<file path="src/rtl/cla_mp_sequencer.sv">
// Multi-precision add/subtract sequencer: streams WORDS x 16-bit operand words, LSW first,
// through a single shared 16-bit carry-lookahead adder and chains the carry through a register.

module CLA_16bit (
  input  logic [15:0] a,
  input  logic [15:0] b,
  input  logic        cin,
  output logic [15:0] sum,
  output logic        cout
);

  logic [15:0] g;
  logic [15:0] p;
  logic [3:0]  grp_g;
  logic [3:0]  grp_p;

  // Two-level lookahead: 4-bit groups generate/propagate, then a carry chain across groups.
  always_comb begin
    logic grp_cin;
    logic bit_c;
    g       = a & b;
    p       = a ^ b;
    sum     = '0;
    grp_cin = cin;
    for (int j = 0; j < 4; j++) begin
      grp_p[j] = &p[4*j +: 4];
      grp_g[j] = g[4*j+3]
               | (p[4*j+3] & g[4*j+2])
               | (&p[4*j+2 +: 2] & g[4*j+1])
               | (&p[4*j+1 +: 3] & g[4*j]);
      bit_c = grp_cin;
      for (int i = 0; i < 4; i++) begin
        sum[4*j+i] = p[4*j+i] ^ bit_c;
        bit_c      = g[4*j+i] | (p[4*j+i] & bit_c);
      end
      grp_cin = grp_g[j] | (grp_p[j] & grp_cin);
    end
    cout = grp_cin;
  end

endmodule

module cla_mp_sequencer #(
  parameter int unsigned WORDS = 4
) (
  input  logic                clk,
  input  logic                rst_n,
  input  logic                start_valid,
  output logic                start_ready,
  input  logic [16*WORDS-1:0] op_a,
  input  logic [16*WORDS-1:0] op_b,
  input  logic                sub,
  output logic                res_valid,
  input  logic                res_ready,
  output logic [16*WORDS-1:0] result,
  output logic                cout,
  output logic                ovf,
  output logic                busy
);

  localparam int unsigned W  = 16 * WORDS;
  localparam int unsigned KW = (WORDS > 1) ? $clog2(WORDS) : 1;
  localparam logic [KW-1:0] KLast = KW'(WORDS - 1);

  typedef enum logic [1:0] {StIdle, StRun, StDone} state_e;

  state_e        state_q, state_d;
  logic [KW-1:0] k_q, k_d;
  logic          carry_q, carry_d;
  logic [W-1:0]  a_q, a_d;
  logic [W-1:0]  b_q, b_d;
  logic          sub_q, sub_d;
  logic [W-1:0]  result_q, result_d;
  logic          cout_q, cout_d;
  logic          ovf_q, ovf_d;

  logic [15:0]   a_word;
  logic [15:0]   b_word;
  logic [15:0]   cla_a;
  logic [15:0]   cla_b;
  logic          cla_cin;
  logic [15:0]   cla_sum;
  logic          cla_cout;
  logic          run;

  assign run = (state_q == StRun);

  always_comb begin
    a_word = '0;
    b_word = '0;
    for (int i = 0; i < int'(WORDS); i++) begin
      if (k_q == KW'(i)) begin
        a_word = a_q[16*i +: 16];
        b_word = b_q[16*i +: 16];
      end
    end
  end

  // Adder inputs are held at zero outside RUN.
  assign cla_a   = run ? a_word : 16'h0000;
  assign cla_b   = run ? (b_word ^ {16{sub_q}}) : 16'h0000;
  assign cla_cin = run ? carry_q : 1'b0;

  CLA_16bit u_cla (
    .a    (cla_a),
    .b    (cla_b),
    .cin  (cla_cin),
    .sum  (cla_sum),
    .cout (cla_cout)
  );

  always_comb begin
    state_d  = state_q;
    k_d      = k_q;
    carry_d  = carry_q;
    a_d      = a_q;
    b_d      = b_q;
    sub_d    = sub_q;
    result_d = result_q;
    cout_d   = cout_q;
    ovf_d    = ovf_q;
    unique case (state_q)
      StIdle: begin
        if (start_valid) begin
          a_d     = op_a;
          b_d     = op_b;
          sub_d   = sub;
          k_d     = '0;
          carry_d = sub;
          state_d = StRun;
        end
      end
      StRun: begin
        for (int i = 0; i < int'(WORDS); i++) begin
          if (k_q == KW'(i)) begin
            result_d[16*i +: 16] = cla_sum;
          end
        end
        carry_d = cla_cout;
        k_d     = k_q + KW'(1);
        if (k_q == KLast) begin
          cout_d  = cla_cout;
          ovf_d   = (cla_a[15] == cla_b[15]) & (cla_sum[15] != cla_a[15]);
          k_d     = '0;
          state_d = StDone;
        end
      end
      StDone: begin
        if (res_ready) begin
          state_d = StIdle;
        end
      end
      default: state_d = StIdle;
    endcase
  end

  always_ff @(posedge clk or negedge rst_n) begin
    if (!rst_n) begin
      state_q  <= StIdle;
      k_q      <= '0;
      carry_q  <= 1'b0;
      a_q      <= '0;
      b_q      <= '0;
      sub_q    <= 1'b0;
      result_q <= '0;
      cout_q   <= 1'b0;
      ovf_q    <= 1'b0;
    end else begin
      state_q  <= state_d;
      k_q      <= k_d;
      carry_q  <= carry_d;
      a_q      <= a_d;
      b_q      <= b_d;
      sub_q    <= sub_d;
      result_q <= result_d;
      cout_q   <= cout_d;
      ovf_q    <= ovf_d;
    end
  end

  // start_ready is masked by rst_n so no request looks acceptable while reset is held.
  assign start_ready = (state_q == StIdle) & rst_n;
  assign res_valid   = (state_q == StDone);
  assign busy        = (state_q == StRun) | (state_q == StDone);
  assign result      = result_q;
  assign cout        = cout_q;
  assign ovf         = ovf_q;

endmodule

</file>
<file path="config.mk">
export PLATFORM = sky130hd
export DESIGN_NAME = cla_mp_sequencer
export DESIGN_NICKNAME = d
export VERILOG_FILES = /design/src/rtl/cla_mp_sequencer.sv
export SDC_FILE = /design/constraint.sdc
export NUM_CORES = 1
export LEC_CHECK = 0
export CORE_UTILIZATION = 47
export CTS_CLUSTER_DIAMETER = 30
export DETAILED_ROUTE_END_ITERATION = 8
export GPL_TIMING_DRIVEN = 0
export HOLD_SLACK_MARGIN = 0.02
export PLACE_DENSITY = 0.77
export SLEW_MARGIN = 10
export SYNTH_ARGS = -nofsm -noshare
export SYNTH_HDL_FRONTEND = slang
export SYNTH_SLANG_ARGS = --single-unit
</file>
<file path="constraint.sdc">
create_clock -name clk -period 4.1 [get_ports clk]
set_clock_uncertainty 0.05 [all_clocks]
set_input_delay 1.23 -clock clk [delete_from_list [all_inputs] [get_ports clk]]
set_output_delay 1.23 -clock clk [all_outputs]
set_load 0.01 [all_outputs]
</file>
== Yosys cells after proc, flatten, opt, wreduce, memory -nomap -nowiden ==
Cells that the tools add are included.

* Register bits: 200
* Bits in latches: 0
* Memory bits (writable): 0
* ROM bits: 0
* Input bits: 133
* Output and inout port bits: 69
* Memories: 0

* Add/subtract/negate cells: 1
* Multipliers: 0
* Div/mod/pow operators: 0
* Magnitude comparators: 0
* Eq/ne operators: 10
* Shift operators: 0
* Multiplexer cells: 20
* Bitwise logic cells: 78
* Reduce and logical (&&, ||, !) cells: 22

{| class="wikitable"
|+ Operator list
! operator !! count
|-
| $mux W16 || 10
|-
| $xor A16 B16 Y16 || 2
|-
| $and A1 B1 Y1 || 30
|-
| $or A1 B1 Y1 || 29
|-
| $reduce_and A2 Y1 || 10
|-
| $and A16 B16 Y16 || 1
|-
| $reduce_and A4 Y1 || 4
|-
| $xor A1 B1 Y1 || 16
|-
| $reduce_and A3 Y1 || 5
|-
| $mux W2 || 5
|-
| $eq A2 B2 Y1 const B || 3
|-
| $pmux W2 S3 || 1
|-
| $eq A2 B1 Y1 const B || 2
|-
| $logic_not A2 Y1 || 2
|-
| $ne A2 B1 Y1 const B || 2
|-
| $pmux W2 S2 || 1
|-
| $add A2 B1 Y2 const B || 1
|-
| $mux W1 || 2
|-
| $ne A2 B2 Y1 const B || 1
|-
| $pmux W1 S2 || 1
|-
| $reduce_bool A2 Y1 || 1
|-
| $eq A1 B1 Y1 || 1
|-
| $ne A1 B1 Y1 || 1
|}

== Depth between registers and ports, before layout ==
Gate-level depths: netlist (run 1).

* Depth after elaboration: 26
* Mapped depth: 19
* Gate-level depth less buffers: 17

== By module ==
From an unflattened synthesis (run 1), not the netlist that was laid out.

* Cell total of the unflattened synthesis: 767
* Area total of the unflattened synthesis: 9,834.4 µm²

{| class="wikitable"
|+ Modules (own cells, without submodules)
! module !! instances !! cells each !! area each (µm²)
|-
| cla_mp_sequencer || 1 || 703 || 9,168.8
|-
| CLA_16bit || 1 || 64 || 665.6
|}

== Worst setup path before layout (run 1) ==
OpenSTA, ideal clock, no wires.

* Kind: register to register
* Start: register k_q[0]
* End: register result_q[31], in the netlist result[31]
* Library setup time: 136 ps
* Data arrival time: 4,324 ps
* Required time: 3,914 ps
* Setup slack: -411 ps
* Cell stages (with the launch flop): 20
* Path buffers: 2
* Clock period less this slack: 4,511 ps
* Path through: dfrtp_1 -> inv_1 -> ha_1 -> buf_2 -> and2b_1 -> buf_4 -> a221oi_1 -> a211o_1 -> a21oi_1 -> ha_1 -> a31o_2 -> a221o_1 -> a21oi_1 -> o21bai_1 -> fa_1 -> fa_1 -> inv_1 -> fa_1 -> xor2_1 -> o21ai_0

* Cells in the longest elaborated chain, start to end: 24
* Elaborated cells between the ends (all ways): 58
* Classes of those cells: eq/ne: 3; mux: 10; bitwise: 34; reduce/logical: 11

{| class="wikitable"
|+ RTL lines
! what !! RTL line !! RTL
|-
| start: declaration || 68 || <nowiki>logic [KW-1:0] k_q, k_d;</nowiki>
|-
| start signal: assignment || 170 || <nowiki>k_q <= k_d;</nowiki>
|-
| $logic_not A2 Y1 || 92 || <nowiki>if (k_q == KW'(i)) begin</nowiki>
|-
| $mux W16 (4 in series) || 92 ||
|-
| $xor A16 B16 Y16 || 101 || <nowiki>assign cla_b = run ? (b_word ^ {16{sub_q}}) : 16'h0000;</nowiki>
|-
| $mux W16 || 101 ||
|-
| $xor A16 B16 Y16 or $and A16 B16 Y16 (tied branches) || 22, 21 ||
|-
| $and A1 B1 Y1 or $reduce_and A2 Y1 (tied branches) || 28, 29 ||
|-
| $or A1 B1 Y1 or $and A1 B1 Y1 (tied branches) || 28, 29 ||
|-
| $or A1 B1 Y1 || 29 || <nowiki>| (&p[4*j+2 +: 2] & g[4*j+1])</nowiki>
|-
| (+5 left out) || - ||
|-
| $or A1 B1 Y1 || 36 || <nowiki>grp_cin = grp_g[j] | (grp_p[j] & grp_cin);</nowiki>
|-
| $and A1 B1 Y1 || 34 || <nowiki>bit_c = g[4*j+i] | (p[4*j+i] & bit_c);</nowiki>
|-
| $or A1 B1 Y1 || 34 ||
|-
| $and A1 B1 Y1 || 34 ||
|-
| $or A1 B1 Y1 || 34 ||
|-
| $and A1 B1 Y1 || 34 ||
|-
| $or A1 B1 Y1 || 34 ||
|-
| $xor A1 B1 Y1 || 33 || <nowiki>sum[4*j+i] = p[4*j+i] ^ bit_c;</nowiki>
|-
| end signal: assignment || 175 || <nowiki>result_q <= result_d;</nowiki>
|-
| end: declaration || 73 || <nowiki>logic [W-1:0] result_q, result_d;</nowiki>
|}

Parallel ways exist; a longest one is shown, timed or not.
A chain may end at the register's enable or synchronous reset.

== Final worst setup path (run 1) ==
* Start: register k_q[1]
* End: register result_q[14], in the netlist result[14]

* Cells in the longest elaborated chain, start to end: 22
* Elaborated cells between the ends (all ways): 56
* Classes of those cells: eq/ne: 3; mux: 10; bitwise: 32; reduce/logical: 11

{| class="wikitable"
|+ RTL lines
! what !! RTL line
|-
| $logic_not A2 Y1 || 92, 135
|-
| $mux W16 (4 in series) || 92
|-
| $xor A16 B16 Y16 || 101
|-
| $mux W16 || 101
|-
| $xor A16 B16 Y16 or $and A16 B16 Y16 (tied branches) || 22, 21
|-
| $and A1 B1 Y1 or $reduce_and A2 Y1 (tied branches) || 28, 29
|-
| $or A1 B1 Y1 or $and A1 B1 Y1 (tied branches) || 28, 29
|-
| $or A1 B1 Y1 || 29
|-
| (+3 left out) || -
|-
| $or A1 B1 Y1 || 36
|-
| $and A1 B1 Y1 || 36
|-
| $or A1 B1 Y1 || 36
|-
| $and A1 B1 Y1 || 34
|-
| $or A1 B1 Y1 || 34
|-
| $and A1 B1 Y1 || 34
|-
| $or A1 B1 Y1 || 34
|-
| $xor A1 B1 Y1 || 33
|}

Parallel ways exist; a longest one is shown, timed or not.

==> metrics.md, run 1 <==
| Metric | Value |
|---|---|
| Cell family with most CP delay | adder cells |
| I/O Buffers | 201 |
| Layout cells sized above 1 | 28.4% |
| Flops & latches, synth | 200 |
| Post-Syn Area | 0.00967 sq mm |
| Asr flop ratio synth | 100% |
| DRT antenna net count | 0 |
| Core ar. | 0.0202 sq mm |
| Hold Path Class | register to register |
| H-tree depth | 4 |
| WP depth | 17 |
| Crit path cell chain | inv_2 > ha_4 > and2b_4 > buf_8 > buf_4 > a221oi_2 > a211o_1 > a21oi_1 > ha_1 > a21oi_1 > nand3_1 > o21bai_1 > fa_2 > fa_2 > inv_2 > fa_2 > o21ai_1 |
| PnR worst setup slack | -0.319 ns |
| CTS buffer count | 17 |
| Drt first pass iters | 6 |
| CP max FO | 6 |
| Most frequent cells after synthesis | 200 x dfrtp_1, 153 x mux2_2, 71 x nand2_1 |
| Vias | 7430 |
| Drt wl/cell | 19.7 um |
| Mapped Cells | 816 |
| Worst r2r path cells | 17 |
| Worst path max stage delay | 0.49 ns |
| Critical Path RT | 4.41 ns |
| Initial Util | 47.9% |
| Tmin final | 4.42 ns |
| Cell at the root of the clock tree | clkbuf_16 |
| HPWL Detailed | 19.4 mm |
| Seq/Total Area, Yosys | 51.8% |
| Peak VDD IR | 383 uV |
| IO Count | 202 |
| Outcome | finished with violations |
| Avg Cell Area, Syn | 11.8 sq um |
| WL final | 26.3 mm |
| Area leader, netlist | dfrtp_1 |
| First-pass GRT wire length | 41.8 mm |
| # nets final | 1224 |
| Post-DP Area | 0.0122 sq mm |
| Sum Neg Setup Slack | -5.83 ns |
| PwrDens | 778 mW/mm^2 |
| CP bufs+invs | 4 |
| Worst-margin pin slew | 0.709 ns |
| Failing checks | setup timing |
| DR iter-0 viols | 427 |
| Final Max Slew Viols | 0 |
| Core Rows | 52 |
| Post-route insts no fill | 1340 |
| Max Buffers Root-to-Sink | 2 |
| Crit-path most repeated cell | fa_2 |
| Worst hold margin | 0.429 ns |
| GRT Total Usage | 26.0% |
| Gr ovfl total | 0 |
| TritonCTS clock tree | done |
| Hold path depth | 2 |
| Largest net degree at the start of global routing | 114 |
| Antenna violations before repair | 1 |
| Max cap viols | 0 |
| Vias in the first global route | 7652 |
| Top cell type's share of synthesized area | 51.8% |
| Distinct cell type count after synthesis | 46 |
| Post-Syn Nets | 984 |
| Ys flop type | dfrtp_1 |
| Routability-driven placement congestion ratio | 0.885 |
| Fin. Hold Viols | 0 |
| CP endpoint kind | register |
| Startpoint Class | register |
| Die height | 145 um |
| Vias per cell | 5.54 |
| Crit share post-route | 108% |
| Die X | 145 um |
| RSZ-0062 raised after global routing | true |
| Worst-path clk slew | 0.07 ns |
| Syn. warnings | 0 |
| CTS Sinks | 200 |
| Worst path slowest cell | fa_2 |
| Dpl cells | 1288 |
| Post-synth EDFFs | 0 |
| Die ar. | 0.0211 sq mm |
| CP arrival | 4.73 ns |
| Worst-Skew Late Latency | 0.44 ns |
| Largest cells by area after synthesis | dfrtp_1 52%, mux2_2 18%, ha_1 3.0% |
| Design area | 0.0132 sq mm |
| Setup violators final | 29 |
| Max Clk Rate | 226 MHz |
| Max-slew headroom | 52.7% |
| Synthesis-to-finish area growth | 36.6% |
| Leak | 0.00567 uW |
| CP Class | register to register |
| Count leader, synth | dfrtp_1 |
| DR DRC count | 0 |
-- cells in the final DEF, fill, tap and decap left out, types with 19 or more instances in the layout --
master / n
mux2_2: 152
nand2_1: 71
dfrtp_1: 199
a21oi_1: 35
inv_1: 36
buf_4: 27
o21ai_0: 44
clkdlybuf4s50_1: 200
clkbuf_1: 19
ha_1: 20
nand3_1: 19
-- where the power goes --
group / switching, uW / leakage [uW] / internal (uW) / total (uW)
Clock: 773 / 0.000279 / 926 / 1700
Sequential: 544 / 0.00246 / 2880 / 3430
Combinational: 2540 / 0.00294 / 2610 / 5160
Total: 3860 / 0.00567 / 6420 / 10300
-- final cells by class --
type | instances | area, sq um
Buffer | 52 | 315
Multi-Input combinational cell | 520 | 4590
Clock inverter | 12 | 143
Inverter | 42 | 160
Timing Repair Buffer | 223 | 2200
Clock buffer | 20 | 447
Fill cell | 1572 | 6960
Sequential cell | 200 | 5010
Antenna cell | 1 | 2.50
Tap cell | 270 | 338
-- per-layer routing --
metal | global-route usage (%) | vias up | wire (um) | share of wire (%)
met4 | 9.16 | 0 | 630 | 2.4
met1 | 34.9 | 3719 | 11400 | 43
li1 | - | 3391 | - | -
met3 | 4.01 | 44 | 1220 | 4.6
met5 | 0 | - | 0 | 0
met2 | 43.1 | 276 | 13100 | 50
-- repair_timing --
item                       4_1_cts  5_1_grt
setup endpoints to repair       41       33
setup buffers                   12        9
resized for setup               48       28
pin swaps                       15       17
hold buffers                     0        0
-- metrics by stage --
step | setup slack, ns | utilization (%) | power (uW)
after floorplan | 0.00172 | - | 6300
after global placement | -7.21 | 60.3 | 7860
after detailed placement | -0.773 | 60.4 | 8020
after CTS | -0.294 | 64.7 | 10100
after global routing | -0.435 | 65.5 | 10900
final | -0.319 | 65.5 | 10300
-- cells by family after synthesis --
group           Yosys count  share of synthesized area, %
compound gates          163                          10.9
xor+xnor                  5                         0.453
fa+ha+maj                35                          5.46
buf+inv                  96                          4.15
flops                   200                          51.8
mux                     155                          18.0
simple gates            162                          9.21
-- tightest hold or removal path, stage by stage, from the launching register on --
cell and delay, ns:
dfrtp_1 0.34, nand2_1 0.06, o21ai_2 0.05
-- registers in the layout, summed over array words and instances (netlist names) --
register and flops:
state_q 2, ovf 1, carry_q 1, sub_q 1, result 64, b_q 64
cout 1, a_q 64, k_q 2
-- final timing paths --
check | from | end | slack, ns
max in group asynchronous | rst_n | a_q[47] | 2.30
min in group asynchronous | rst_n | result[10] | 0.73
hold reg to reg | result[46] | result[46] | 0.43
setup reg to reg | k_q[1] | result[14] | -0.32
setup / recovery | k_q[1] | result[14] | -0.32
hold / removal | result[46] | result[46] | 0.43
Power figures use the tool's default switching activity.
==> run 2: changes to the inputs <==
Settings changed: CORE_ASPECT_RATIO set to 1.4.
==> run 2 against run 1 <==
Effect of this change:
- the flow still finishes with violations (setup timing)
- wire length up 3.5%
- via count rose by 0.92%
- critical path depth fell by 1
- sequential share of layout area down 0.50 points
- global-route usage rose by 0.56 points
- cell area is 1.3% higher
- largest power group unchanged
==> metrics.md, run 2 (synthesis results as in run 1) <==
| Metric | Value |
|---|---|
| Outcome | finished with violations |
| Failing checks | setup timing |
| TritonCTS clock tree | done |
| Core ar. | 0.0200 sq mm (-0.86%) |
| CTS buffer count | 17 (unchanged) |
| Sum Neg Setup Slack | -3.91 ns (+1.92 ns) |
| H-tree depth | 4 (unchanged) |
| Worst-path clk slew | 0.08 ns (about the same) |
| Vias in the first global route | 7673 (+0.27%) |
| Routability-driven placement congestion ratio | 0.901 (+1.8%) |
| Initial Util | 48.3% (+0.41 points) |
| CP Class | register to register |
| First-pass GRT wire length | 41.5 mm (-0.77%) |
| Drt first pass iters | 4 (-2) |
| DR DRC count | 0 (unchanged) |
| Worst-margin pin slew | 0.785 ns (+0.0761 ns) |
| Hold Path Sink | result[41] |
| DR iter-0 viols | 483 (+13%) |
| Layout cells sized above 1 | 29.0% (+0.56 points) |
| Storage element area | 0.00501 sq mm (unchanged) |
| Commonest non-fill, non-tap cell in the layout | clkdlybuf4s50_1 |
| GRT Total Usage | 26.6% (+0.56 points) |
| # nets final | 1224 (unchanged) |
| Top Metal Used | met4 |
| DRT antenna net count | 0 (unchanged) |
| Metal3 WL | 1.04 mm (-15%) |
| Final Util | 66.9% (+1.4 points) |
| Gr ovfl total | 0 (unchanged) |
| CP endpoint kind | register |
| Worst-Skew Late Latency | 0.44 ns (about the same) |
| Fin. Hold Viols | 0 (unchanged) |
| Worst hold start | result[41] |
| Antenna violations before repair | 1 (unchanged) |
| CTS Sinks | 200 (unchanged) |
| Die ar. | 0.0212 sq mm (about the same) |
| CP max FO | 10 (+4) |
| Core Rows | 61 (+17%) |
| Max Buffers Root-to-Sink | 2 (unchanged) |
| PnR worst setup slack | -0.248 ns (+0.0710 ns) |
| Crit share post-route | 106% (-1.7 points) |
| Tmin final | 4.35 ns (-0.0710 ns) |
| Leak | 0.00571 uW (+0.70%) |
| Multi-input logic area | 0.00468 sq mm (+2.0%) |
| Die height | 172 um (+18%) |
| PwrDens | 788 mW/mm^2 (+1.3%) |
| Final Max Slew Viols | 0 (unchanged) |
| Peak VDD IR | 377 uV (-1.7%) |
| Vias | 7498 (+0.92%) |
| Wire length on met1 | 10.5 mm (-8.3%) |
| Hold Path Class | register to register |
| Max-slew headroom | 47.7% (-5.1 points) |
| Worst r2r path cells | 16 (-1) |
| Routed wl met2 | 14.5 mm (+11%) |
| Reg-to-reg critical path startpoint | k_q[0] |
| I/O Buffers | 201 (unchanged) |
| R2r setup slk | -0.25 ns (+0.07 ns) |
| Max cap viols | 0 (unchanged) |
| Critical Path RT | 4.41 ns (about the same) |
| WL final | 27.3 mm (+3.5%) |
| Synthesis-to-finish area growth | 38.4% |
| Max Clk Rate | 230 MHz (+1.6%) |
| Startpoint Class | register |
| HPWL Detailed | 20.0 mm (+2.6%) |
| Setup violators final | 25 (-14%) |
| Commonest cells after routing, fill and taps aside | 200 x clkdlybuf4s50_1, 199 x dfrtp_1, 152 x mux2_2 |
| RSZ-0062 raised after global routing | true |
| Critical R2R Capture | result[14] |
| Cell at the root of the clock tree | clkbuf_16 |
| Fill count | 1495 (-4.9%) |
| Post-CTS Hold Buffers | 0 (unchanged) |
| Largest net degree at the start of global routing | 104 (-8.8%) |
| IO Count | 202 (unchanged) |
| Hold path depth | 2 (unchanged) |
| Die X | 123 um (-15%) |
| Vias per cell | 5.67 (+2.2%) |
| CP arrival | 4.66 ns (-0.07 ns) |
| Drt wl/cell | 20.6 um (+4.8%) |
run 2: layout make-up:
| cell class | instances | share of cell area (%) |
|---|---|---|
| multi-input combinational | 520 | 35.0 |
| timing repair buffer | 223 | 16.7 |
| sequential | 200 | 37.4 |
| antenna | 2 | 0.0374 |
| clock buffer | 17 | 3.18 |
| clock inverter | 15 | 1.42 |
| tap | 252 | 2.36 |
| buffer | 52 | 2.66 |
| inverter | 42 | 1.20 |
run 2: through the flow:
step	hold slack, ns	instance area, sq um	worst slack, ns	cells	total power (uW)
floorplan	0.421	9810	0.00172	816	6300
global placement	0.412	12100	-7.28	1269	7880
detailed placement	0.421	12200	-0.927	1270	8070
CTS	0.438	13200	-0.241	1318	10300
global route	0.463	13400	-0.371	1322	11100
finish	0.431	13400	-0.248	1323	10500
run 2: what timing repair did:
item	CTS	global route
setup buffers	18	3
gates cloned	0	0
pin swaps	23	13
gates resized for setup	68	27
setup endpoints to repair	41	29
hold endpoints to repair	0	0
run 2: how the worst max path moves through the flow:
stage	from	to	slack (ns)
5_1_grt	k_q[0]	result[47]	-0.37
3_5_place_dp	k_q[0]	result[47]	-0.93
4_1_cts	k_q[0]	result[63]	-0.24
3_3_place_gp	rst_n	k_q[0]	-7.28
6_report	k_q[0]	result[14]	-0.25
2_1_floorplan	k_q[0]	result[14]	0.002
run 2: layer usage:
layer	vias up	track usage, %
met5	-	0
met4	0	13.9
met2	258	47.3
met1	3782	30.8
met3	62	3.28
li1	3396	-
run 2: critical path, stage by stage, from the launching register on:
cell      delay, ns
dfrtp_2        0.46
ha_1           0.26
buf_4          0.21
buf_4          0.20
buf_4          0.20
nor3_4         0.26
o21a_1         0.15
ha_1           0.22
and3_1         0.19
a221o_1        0.38
a21oi_2        0.16
o21bai_1       0.10
fa_2           0.36
fa_2           0.34
inv_2          0.07
fa_2           0.50
o21ai_1        0.15
run 2: power by group:
group	switching, uW	internal [uW]	total, uW
Sequential	530	2880	3410
Combinational	2630	2740	5370
Clock	790	976	1770
Total	3950	6600	10500
